### config.mk
export PLATFORM = sky130hd
export DESIGN_NAME = fetch_sequencer
export DESIGN_NICKNAME = d
export VERILOG_FILES = /design/src/rtl/fetch_sequencer_pkg.sv /design/src/rtl/fetch_sequencer_sat_counter.sv /design/src/rtl/fetch_sequencer.sv
export SDC_FILE = /design/constraint.sdc
export NUM_CORES = 1
export LEC_CHECK = 0
export BUFFER_PORTS_ARGS = -buffer_cell sky130_fd_sc_hd__buf_2
export CAP_MARGIN = 0
export CORE_MARGIN = 2
export CORE_UTILIZATION = 52
export CTS_BUF_LIST = sky130_fd_sc_hd__clkbuf_16
export CTS_CLUSTER_DIAMETER = 60
export DETAILED_ROUTE_END_ITERATION = 8
export PLACE_DENSITY = 0.78
export SLEW_MARGIN = 20
export SYNTH_ARGS = -nofsm -noshare
export SYNTH_HDL_FRONTEND = slang
export SYNTH_SLANG_ARGS = --single-unit
### constraint.sdc
create_clock -name i_clk -period 1.9 [get_ports i_clk]
set_input_delay 0.19 -clock i_clk [delete_from_list [all_inputs] [get_ports i_clk]]
set_output_delay 0.19 -clock i_clk [all_outputs]
set_load 0.01 [all_outputs]
### src/rtl/fetch_sequencer_pkg.sv
// -----------------------------------------------------------------------------
// fetch_sequencer_pkg
//   Shared definitions for the fetch-stage sequencer:
//   - fs_state_e     : 3-bit FSM state encodings (BOOT, RUN, STALL, FLUSH, HALT)
//   - fs_out_t       : registered control outputs driven in each state
//   - state_outputs  : maps a state to its enbl/dec/halted values
//   - max_int        : elaboration-time helper used to size the sequencing counter
// -----------------------------------------------------------------------------
package fetch_sequencer_pkg;

  localparam int DEF_PC_W = 7;

  typedef enum logic [2:0] {
    ST_BOOT  = 3'd0,
    ST_RUN   = 3'd1,
    ST_STALL = 3'd2,
    ST_FLUSH = 3'd3,
    ST_HALT  = 3'd4
  } fs_state_e;

  typedef struct packed {
    logic enbl;
    logic dec;
    logic halted;
  } fs_out_t;

  function automatic fs_out_t state_outputs(input fs_state_e s);
    fs_out_t o;
    o = '0;
    case (s)
      ST_BOOT: begin
        o.enbl = 1'b1;
        o.dec  = 1'b0;
      end
      ST_RUN: begin
        o.enbl = 1'b1;
        o.dec  = 1'b1;
      end
      ST_STALL: begin
        o.enbl = 1'b0;
        o.dec  = 1'b1;
      end
      ST_FLUSH: begin
        o.enbl = 1'b1;
        o.dec  = 1'b0;
      end
      ST_HALT: begin
        o.enbl   = 1'b0;
        o.dec    = 1'b1;
        o.halted = 1'b1;
      end
      default: o = '0;
    endcase
    return o;
  endfunction

  function automatic int max_int(input int a, input int b);
    return (a > b) ? a : b;
  endfunction

endpackage

### src/rtl/fetch_sequencer_sat_counter.sv
// -----------------------------------------------------------------------------
// fetch_sequencer_sat_counter
//   Saturating up-counter with asynchronous clear. Increments by one on each
//   clock where i_en is high and holds at all-ones instead of wrapping.
// Ports
//   i_clk  : clock
//   i_rst  : asynchronous active-high clear
//   i_en   : count enable
//   o_cnt  : current count [W-1:0]
// -----------------------------------------------------------------------------
module fetch_sequencer_sat_counter #(
  parameter int W = 16
) (
  input  logic         i_clk,
  input  logic         i_rst,
  input  logic         i_en,
  output logic [W-1:0] o_cnt
);

  logic [W-1:0] r_cnt;

  always_ff @(posedge i_clk or posedge i_rst) begin
    if (i_rst) begin
      r_cnt <= '0;
    end else if (i_en && (r_cnt != '1)) begin
      r_cnt <= r_cnt + 1'b1;
    end
  end

  assign o_cnt = r_cnt;

endmodule

### src/rtl/fetch_sequencer.sv
// -----------------------------------------------------------------------------
// fetch_sequencer
//   Control unit for the fetch stage. Drives fetch enbl (0 holds PC) and
//   dec (1 = sequential PC + real instruction, 0 = redirect PC + NOP).
//   Sequences instruction-memory priming after reset, load-use stalls,
//   taken-branch redirect with wrong-path flush, and halt/resume. Counts
//   lost fetch cycles (STALL and FLUSH) in a saturating perf counter.
//
// Ports
//   i_clk            : clock, all state on posedge
//   i_rst            : asynchronous active-high reset
//   i_branch_taken   : pulse, redirect fetch to i_branch_target
//   i_branch_target  : target PC [PC_W-1:0], valid with i_branch_taken
//   i_stall_req      : level, hold PC and instruction
//   i_halt_req       : pulse, freeze fetch until i_resume_req
//   i_resume_req     : pulse, leave HALT
//   o_fetch_enbl     : fetch enable
//   o_fetch_dec      : fetch sequential/redirect select
//   o_pc_target      : redirect PC [PC_W-1:0]
//   o_halted         : high while in HALT
//   o_bubble_cnt     : saturating lost-cycle count [CNT_W-1:0]
//
// State table
//   state | meaning
//   BOOT  | memory prime after reset: enbl=1 dec=0, only branches accepted
//   RUN   | normal sequential fetch: enbl=1 dec=1
//   STALL | hazard hold: enbl=0 dec=1, left on first cycle stall_req=0
//   FLUSH | wrong-path squash after taken branch: enbl=1 dec=0
//   HALT  | frozen: enbl=0 dec=1 halted=1, only resume_req accepted
// -----------------------------------------------------------------------------
module fetch_sequencer
  import fetch_sequencer_pkg::*;
#(
  parameter int PC_W         = DEF_PC_W,
  parameter int BOOT_CYCLES  = 1,
  parameter int FLUSH_CYCLES = 2,
  parameter int CNT_W        = 16
) (
  input  logic             i_clk,
  input  logic             i_rst,
  input  logic             i_branch_taken,
  input  logic [PC_W-1:0]  i_branch_target,
  input  logic             i_stall_req,
  input  logic             i_halt_req,
  input  logic             i_resume_req,
  output logic             o_fetch_enbl,
  output logic             o_fetch_dec,
  output logic [PC_W-1:0]  o_pc_target,
  output logic             o_halted,
  output logic [CNT_W-1:0] o_bubble_cnt
);

  localparam int SEQ_W = $clog2(max_int(FLUSH_CYCLES, BOOT_CYCLES)) + 1;
  localparam logic [SEQ_W-1:0] FLUSH_LOAD = SEQ_W'(FLUSH_CYCLES - 1);
  localparam logic [SEQ_W-1:0] BOOT_LAST  = SEQ_W'(BOOT_CYCLES);

  fs_state_e        r_state;
  logic [SEQ_W-1:0] r_seq_cnt;
  logic [PC_W-1:0]  r_pc_target;
  logic             r_enbl;
  logic             r_dec;
  logic             r_halted;

  fs_state_e        w_state_nxt;
  logic [SEQ_W-1:0] w_seq_nxt;
  logic [PC_W-1:0]  w_tgt_nxt;
  fs_out_t          w_out_nxt;
  logic             w_bubble_en;

  // Reset leaves the outputs at 0/0 with the counter at 0. BOOT counts up so
  // that the visible enbl=1/dec=0 priming window lasts exactly BOOT_CYCLES
  // cycles after reset release; FLUSH reuses the same counter as a
  // down-counter terminating at zero.
  always_comb begin
    w_state_nxt = r_state;
    w_seq_nxt   = r_seq_cnt;
    w_tgt_nxt   = r_pc_target;
    case (r_state)
      ST_BOOT: begin
        if (i_branch_taken) begin
          w_state_nxt = ST_FLUSH;
          w_seq_nxt   = FLUSH_LOAD;
          w_tgt_nxt   = i_branch_target;
        end else if (r_seq_cnt == BOOT_LAST) begin
          w_state_nxt = ST_RUN;
          w_seq_nxt   = '0;
        end else begin
          w_seq_nxt = r_seq_cnt + 1'b1;
        end
      end
      ST_RUN, ST_STALL: begin
        if (i_branch_taken) begin
          w_state_nxt = ST_FLUSH;
          w_seq_nxt   = FLUSH_LOAD;
          w_tgt_nxt   = i_branch_target;
        end else if (i_halt_req) begin
          w_state_nxt = ST_HALT;
        end else if (i_stall_req) begin
          w_state_nxt = ST_STALL;
        end else begin
          w_state_nxt = ST_RUN;
        end
      end
      ST_FLUSH: begin
        // A branch here re-latches the target and opens a fresh window.
        // stall_req only matters on the exit cycle.
        if (i_branch_taken) begin
          w_seq_nxt = FLUSH_LOAD;
          w_tgt_nxt = i_branch_target;
        end else if (i_halt_req) begin
          w_state_nxt = ST_HALT;
        end else if (r_seq_cnt == '0) begin
          w_state_nxt = i_stall_req ? ST_STALL : ST_RUN;
        end else begin
          w_seq_nxt = r_seq_cnt - 1'b1;
        end
      end
      ST_HALT: begin
        if (i_resume_req) begin
          w_state_nxt = ST_RUN;
        end
      end
      default: begin
        w_state_nxt = ST_BOOT;
        w_seq_nxt   = '0;
      end
    endcase
  end

  assign w_out_nxt = state_outputs(w_state_nxt);

  always_ff @(posedge i_clk or posedge i_rst) begin
    if (i_rst) begin
      r_state     <= ST_BOOT;
      r_seq_cnt   <= '0;
      r_pc_target <= '0;
      r_enbl      <= 1'b0;
      r_dec       <= 1'b0;
      r_halted    <= 1'b0;
    end else begin
      r_state     <= w_state_nxt;
      r_seq_cnt   <= w_seq_nxt;
      r_pc_target <= w_tgt_nxt;
      r_enbl      <= w_out_nxt.enbl;
      r_dec       <= w_out_nxt.dec;
      r_halted    <= w_out_nxt.halted;
    end
  end

  // Lost cycles are those spent in STALL or FLUSH; BOOT and HALT are excluded.
  assign w_bubble_en = (r_state == ST_STALL) || (r_state == ST_FLUSH);

  fetch_sequencer_sat_counter #(
    .W(CNT_W)
  ) u_bubble_cnt (
    .i_clk (i_clk),
    .i_rst (i_rst),
    .i_en  (w_bubble_en),
    .o_cnt (o_bubble_cnt)
  );

  assign o_fetch_enbl = r_enbl;
  assign o_fetch_dec  = r_dec;
  assign o_pc_target  = r_pc_target;
  assign o_halted     = r_halted;

endmodule

* After elaboration in Yosys (flattened, before gate mapping)
Cells that the tools add are included.
** Storage, ports and cells
- Output and inout bits :: 26
- Logic and storage cells :: 54
- Input port bits :: 13
- Flip-flop bits (word level) :: 31
** Cells by class
- Equality and inequality tests :: 13
- Reductions and logical operators :: 11
- Bitwise logic cells :: 1
- Add/sub/neg operators :: 3
- Muxes and demuxes :: 19
** Operators by type and width (number)
- $mux 3 :: 8
- $add 16x1->16 const B :: 1
- $ne 16x16->1 const B :: 1
- $mux 2 :: 7
- $eq 3x2->1 const B :: 4
- $pmux 3 s4 :: 1
- $pmux 2 s4 :: 1
- $eq 3x1->1 const B :: 2
- $eq 3x3->1 const B :: 2
- $logic_not 3->1 :: 2
- $ne 3x3->1 const B :: 2
- $pmux 2 s3 :: 1
- $reduce_or 2->1 :: 3
- $reduce_and 4->1 :: 1
- $reduce_or 4->1 :: 1
- $add 2x1->2 const B :: 1
- $eq 2x1->1 const B :: 1
- $logic_not 2->1 :: 1
- $ne 2x2->1 const B :: 1
- $reduce_and 2->1 :: 1
- $sub 2x1->2 const B :: 1
- $logic_and 1x1->1 :: 1
- $logic_or 1x1->1 :: 1
- $mux 1 :: 1
- $not 1->1 :: 1

* Depth between registers and ports, before layout
- Word-level depth :: 8
- Gate-level depth with buffers :: 6
- Mapped depth without buffers :: 6

* Hierarchy
From an unflattened synthesis, not the netlist that was laid out.
** Second synthesis, totals
- Cells, all modules :: 140
- Area, all modules :: 1621.6 µm²
** By module, submodules not included
- fetch_sequencer :: cells an instance 69, seq. area each 375.4 µm², times used 1, area an instance 815.8 µm²
- fetch_sequencer_sat_counter :: cells an instance 71, seq. area each 400.4 µm², times used 1, area an instance 805.8 µm²

* Worst setup path after synthesis
Ideal clock, no wire load.
- Path type :: register to register
- From :: register u_bubble_cnt.r_cnt[0] (netlist: u_bubble_cnt.o_cnt[0])
- To :: register u_bubble_cnt.r_cnt[1] (netlist: u_bubble_cnt.o_cnt[1])
- Period minus slack after synthesis :: 1.666 ns
- Stages on the path, launching flop included :: 6
- Setup slack :: 0.234 ns
- Setup time :: 0.128 ns
- Arrival :: 1.539 ns
- Required time :: 1.772 ns
- Cells stage by stage :: dfrtp_1 -> ha_1 -> and3_1 -> and3_1 -> a21oi_2 -> mux2_1
** Between the ends
- Cells in the longest elaborated chain, start to end :: 2
- Elaborated cells on any way between the ends :: 3
- Those cells by class :: 1 x add/sub; 1 x eq/ne; 1 x reduce/logical
** RTL lines
- from (decl) :: line fetch_sequencer_sat_counter.sv:20 : logic [W-1:0] r_cnt;
- from (signal assigned) :: line fetch_sequencer_sat_counter.sv:26 : r_cnt <= r_cnt + 1'b1;
- branches (longest 2 deep; another with $add 16x1->16)
Parallel ways; which one is timed is not known.
A chain may end at the register's enable or synchronous reset.

* Worst setup path after layout
Ends and elaborated chain as after synthesis.

==> results.md <==
* Combined area of all synthesized cells at 1546 um^2
* Setup_tns at 0 ns
* Initial core utilization at 55.60%
* Initial DRC Count at just over 50
* Leading cell types by total area after synthesis: sky130_fd_sc_hd__dfrtp_1 50%, sky130_fd_sc_hd__xnor2_1 6.2%, sky130_fd_sc_hd__mux2_2 5.1%
* Vias at 1,229
* Reported max-cap violation count at 0
* Post-route minimum period at around 1.8 ns
* Hold-critical path depth at 2
* TritonRoute pass-1 iters at 4
* Outcome: completed
* Class of the worst hold path: in2reg
* Post-Syn Area per Cell at roughly 11 um^2
* Critical path, cell by cell: ha_1 > and3_1 > and3_1 > a21oi_2 > mux2_1
* Number of global-route vias before repair at around 1,300
* Element type at the critical path start: flop
* Slowest cell on crit path: sky130_fd_sc_hd__dfrtp_1
* Simple logic cell fraction of the synthesized area at between 15 and 20%
* Count of flip-flops with a built-in enable after synthesis at 0
* Worst clock skew on the final layout at between 0.004 and 0.005 ns
* Static Leakage at ~0.00095 uW
* RSZ-0062 raised after global routing: no
* Number of failing hold endpoints at the final stage at 0
* Yosys warns at 0
* Clock sink total at 31
* Post-DP HPWL at 2330 um
* Compound-gate portion of the synthesized area at 10.52%
* Die outline width at a little under 60 um
* Floorplan die height at around 60 um
* Number of remaining DRC errors at 0
* Power per cell area at 1354 nW/um^2
* Number of I/O port buffers at 38
* Largest net degree at the start of global routing at 32
* Worst slew margin relative to its limit at approximately two thirds
* Finish-stage setup viols at 0
* Clock tree buffer depth at 2
* Transition time of the tightest slew-check pin at about 0.51 ns
* # nets final at 200
* Period Utilization, post-route at between 90% and 100%
* Wirelength, routed at 3206 um
* Clock-pin slew reported for the worst setup and hold paths after clock tree synthesis at around 0.050 ns
* Number of setup buffers added after CTS at 0
* Number of placement rows at 19
* GPL Wtd Cong at 0.8063
* Xor-xnor portion of the synthesized cell area at under 10%
* Category of the worst setup path capture point: flop
* Synthesized Nets at between 150 and 200
* Required arrival time at the worst endpoint at around 2 ns
* Mux share of post-synthesis cell area at 7.443%
* Core Box Area at between 2000 and 3000 um^2
* Slew Limit Fails at 0
* Final antenna diode count at 0
* Fmax at approximately 550 MHz
* Clock root buffer: sky130_fd_sc_hd__clkbuf_16
* TritonCTS clock tree: yes
* Largest family of logic cells by synthesized area: simple AND/OR/NAND/NOR gates
* Post-synthesis share of cell area spent on full adders, half adders and majority gates at under 10%
* Number of cells on the worst reg-to-reg path at 5
* Most common flop cell mapped by yosys: sky130_fd_sc_hd__dfrtp_1
* Most Frequent Cell on Critical Path: sky130_fd_sc_hd__and3_1
* Area delta synth->final at 25.65%
* Vias per std cell at 5.716
* Largest stage delay, worst path at ~0.43 ns
* Average wire per cell in the routed design at between 10 and 15 um
* Core Util, Final at between 60% and 70%
* Share of the synthesized area in the top cell type at between 50% and 60%
* Seq/Total Area, Yosys at between 50% and 60%
* Overall power at between 2000 and 3000 uW
* Most area-hungry cell type in the Yosys netlist: sky130_fd_sc_hd__dfrtp_1
* Remaining Overflow, GRT at 0
* Commonest non-fill, non-tap cell in the layout: sky130_fd_sc_hd__buf_2
* Largest driver fanout on the critical path at 5
* Number of standard cells after synthesis at between 100 and 150
* IR drop worst, VDD at roughly 1.2 mV
* Clock buffers created by TritonCTS at 5
* Antenna violations before repair at 0
* Async set-or-reset flop fraction in the synthesized netlist at 100.0%
* Post-synth cell types at 42
* Clock latency of the later-clocked register in the worst-skew pair at around 0.28 ns
* Flops & latches, synth at 31
* Commonest cells after routing, fill and taps aside: 38 x sky130_fd_sc_hd__buf_2, 31 x sky130_fd_sc_hd__dfrtp_1, 11 x sky130_fd_sc_hd__xnor2_1
* Worst EP arrival at between 1.5 and 2 ns
* ANT nets after route at 0
* Global-route wire length before repair at 5485 um
* Ratio of cells with drive above 1 in the final layout at 33.70%
* Die ar. at between 3000 and 4000 um^2
* Critical path class: reg2reg
* CTS H-Tree Depth at 2
* Count of pins on the block boundary at 39
* Total routing resource utilization after global routing at a little over a fifth
==> state kept, by name (all words and copies together) (netlist names) <==
name / flops
o_fetch_dec: 1
o_fetch_enbl: 1
o_halted: 1
o_pc_target: 7
r_seq_cnt: 2
r_state: 3
u_bubble_cnt.o_cnt: 16
==> critical path: cells and delay by family (launching register included) <==
| family | cells | cell delay (ns) |
|---|---|---|
| AO/OA/AOI/OAI | 1 | 0.21 |
| flip-flops | 1 | 0.43 |
| multiplexers | 1 | 0.35 |
| adder cells (fa/ha/maj) | 1 | 0.25 |
| AND/OR/NAND/NOR | 2 | 0.44 |
==> metrics by stage <==
stage               setup WS [ns]  std cells  cell area (um^2)  hold WS (ns)
global placement           0.2587        206              1769        0.2799
finish                    0.09568        215              1943        0.1447
CTS                        0.1134        215              1943        0.1407
floorplan                  0.2335        139              1546        0.2935
global route              0.04656        215              1943        0.1497
detailed placement         0.1592        206              1769        0.2868
==> cell families after synthesis <==
logic type	Yosys count
AOI/OAI and AO/OA	23
xor gates and xnor gates	14
adders and majority gates	4
buffers and inverters	10
DFF	31
muxes	10
and+or+nand+nor	47
==> path summary, 6_finish.rpt <==
| kind | start | to | slack [ns] |
|---|---|---|---|
| max | u_bubble_cnt.o_cnt[0]$_DFFE_PP0P_ | u_bubble_cnt.o_cnt[1]$_DFFE_PP0P_ | 0.1 |
| min | i_branch_target[4] | o_pc_target[4]$_DFFE_PP0P_ | 0.14 |
| max reg2reg | u_bubble_cnt.o_cnt[0]$_DFFE_PP0P_ | u_bubble_cnt.o_cnt[1]$_DFFE_PP0P_ | 0.1 |
| min reg2reg | o_pc_target[6]$_DFFE_PP0P_ | o_pc_target[6]$_DFFE_PP0P_ | 0.50 |
| max in group asynchronous | i_rst | u_bubble_cnt.o_cnt[2]$_DFFE_PP0P_ | 1.08 |
| min in group asynchronous | i_rst | o_pc_target[2]$_DFFE_PP0P_ | 0.55 |
==> area by class of cell <==
type / instances / area (um^2)
timing repair buffer: 41 / 215.2
tap: 31 / 38.79
clock buffer: 5 / 125.1
inverter: 6 / 22.52
fill: 206 / 838.3
multi-input combinational: 98 / 726.9
clock inverter: 3 / 38.79
sequential: 31 / 775.7
==> synthesized netlist by cell type (2+ instances only) <==
cell type                  number
sky130_fd_sc_hd__nor2b_1        2
sky130_fd_sc_hd__buf_2          2
sky130_fd_sc_hd__a211oi_1       2
sky130_fd_sc_hd__xor2_1         3
sky130_fd_sc_hd__nand2_1       10
sky130_fd_sc_hd__and3_1         5
sky130_fd_sc_hd__a31o_2         3
sky130_fd_sc_hd__o211ai_1       2
sky130_fd_sc_hd__and2_1         4
sky130_fd_sc_hd__nand2b_1       3
sky130_fd_sc_hd__mux2_2         7
sky130_fd_sc_hd__xnor2_1       11
sky130_fd_sc_hd__inv_1          6
sky130_fd_sc_hd__nand3_1        4
sky130_fd_sc_hd__ha_1           4
sky130_fd_sc_hd__o21ai_0        2
sky130_fd_sc_hd__dfrtp_1       31
sky130_fd_sc_hd__a21oi_1        6
sky130_fd_sc_hd__nand4_1        6
sky130_fd_sc_hd__nor2_1         4
==> routing by layer <==
layer	GRT usage [%]	vias up	share of wire, %
li1	-	587	-
met1	25.43	589	42
met2	35.15	46	50
met3	7.912	7	5.8
met4	10.30	0	1.9
met5	0	-	0
==> power breakdown <==
group | leakage (uW) | total [uW] | internal, uW | switching (uW)
Combinational | 0.000475 | 757 | 345 | 412
Clock | 0.0000812 | 879 | 610 | 270
Sequential | 0.000391 | 995 | 827 | 168
Total | 0.000947 | 2630 | 1780 | 850
==> repair_timing <==
action                                 in CTS  in global routing
endpoints found under the hold margin      31                  0
hold buffers                                1                  0
gates resized for setup                     0                  0
No activity file was read; power rests on OpenSTA's default activity.
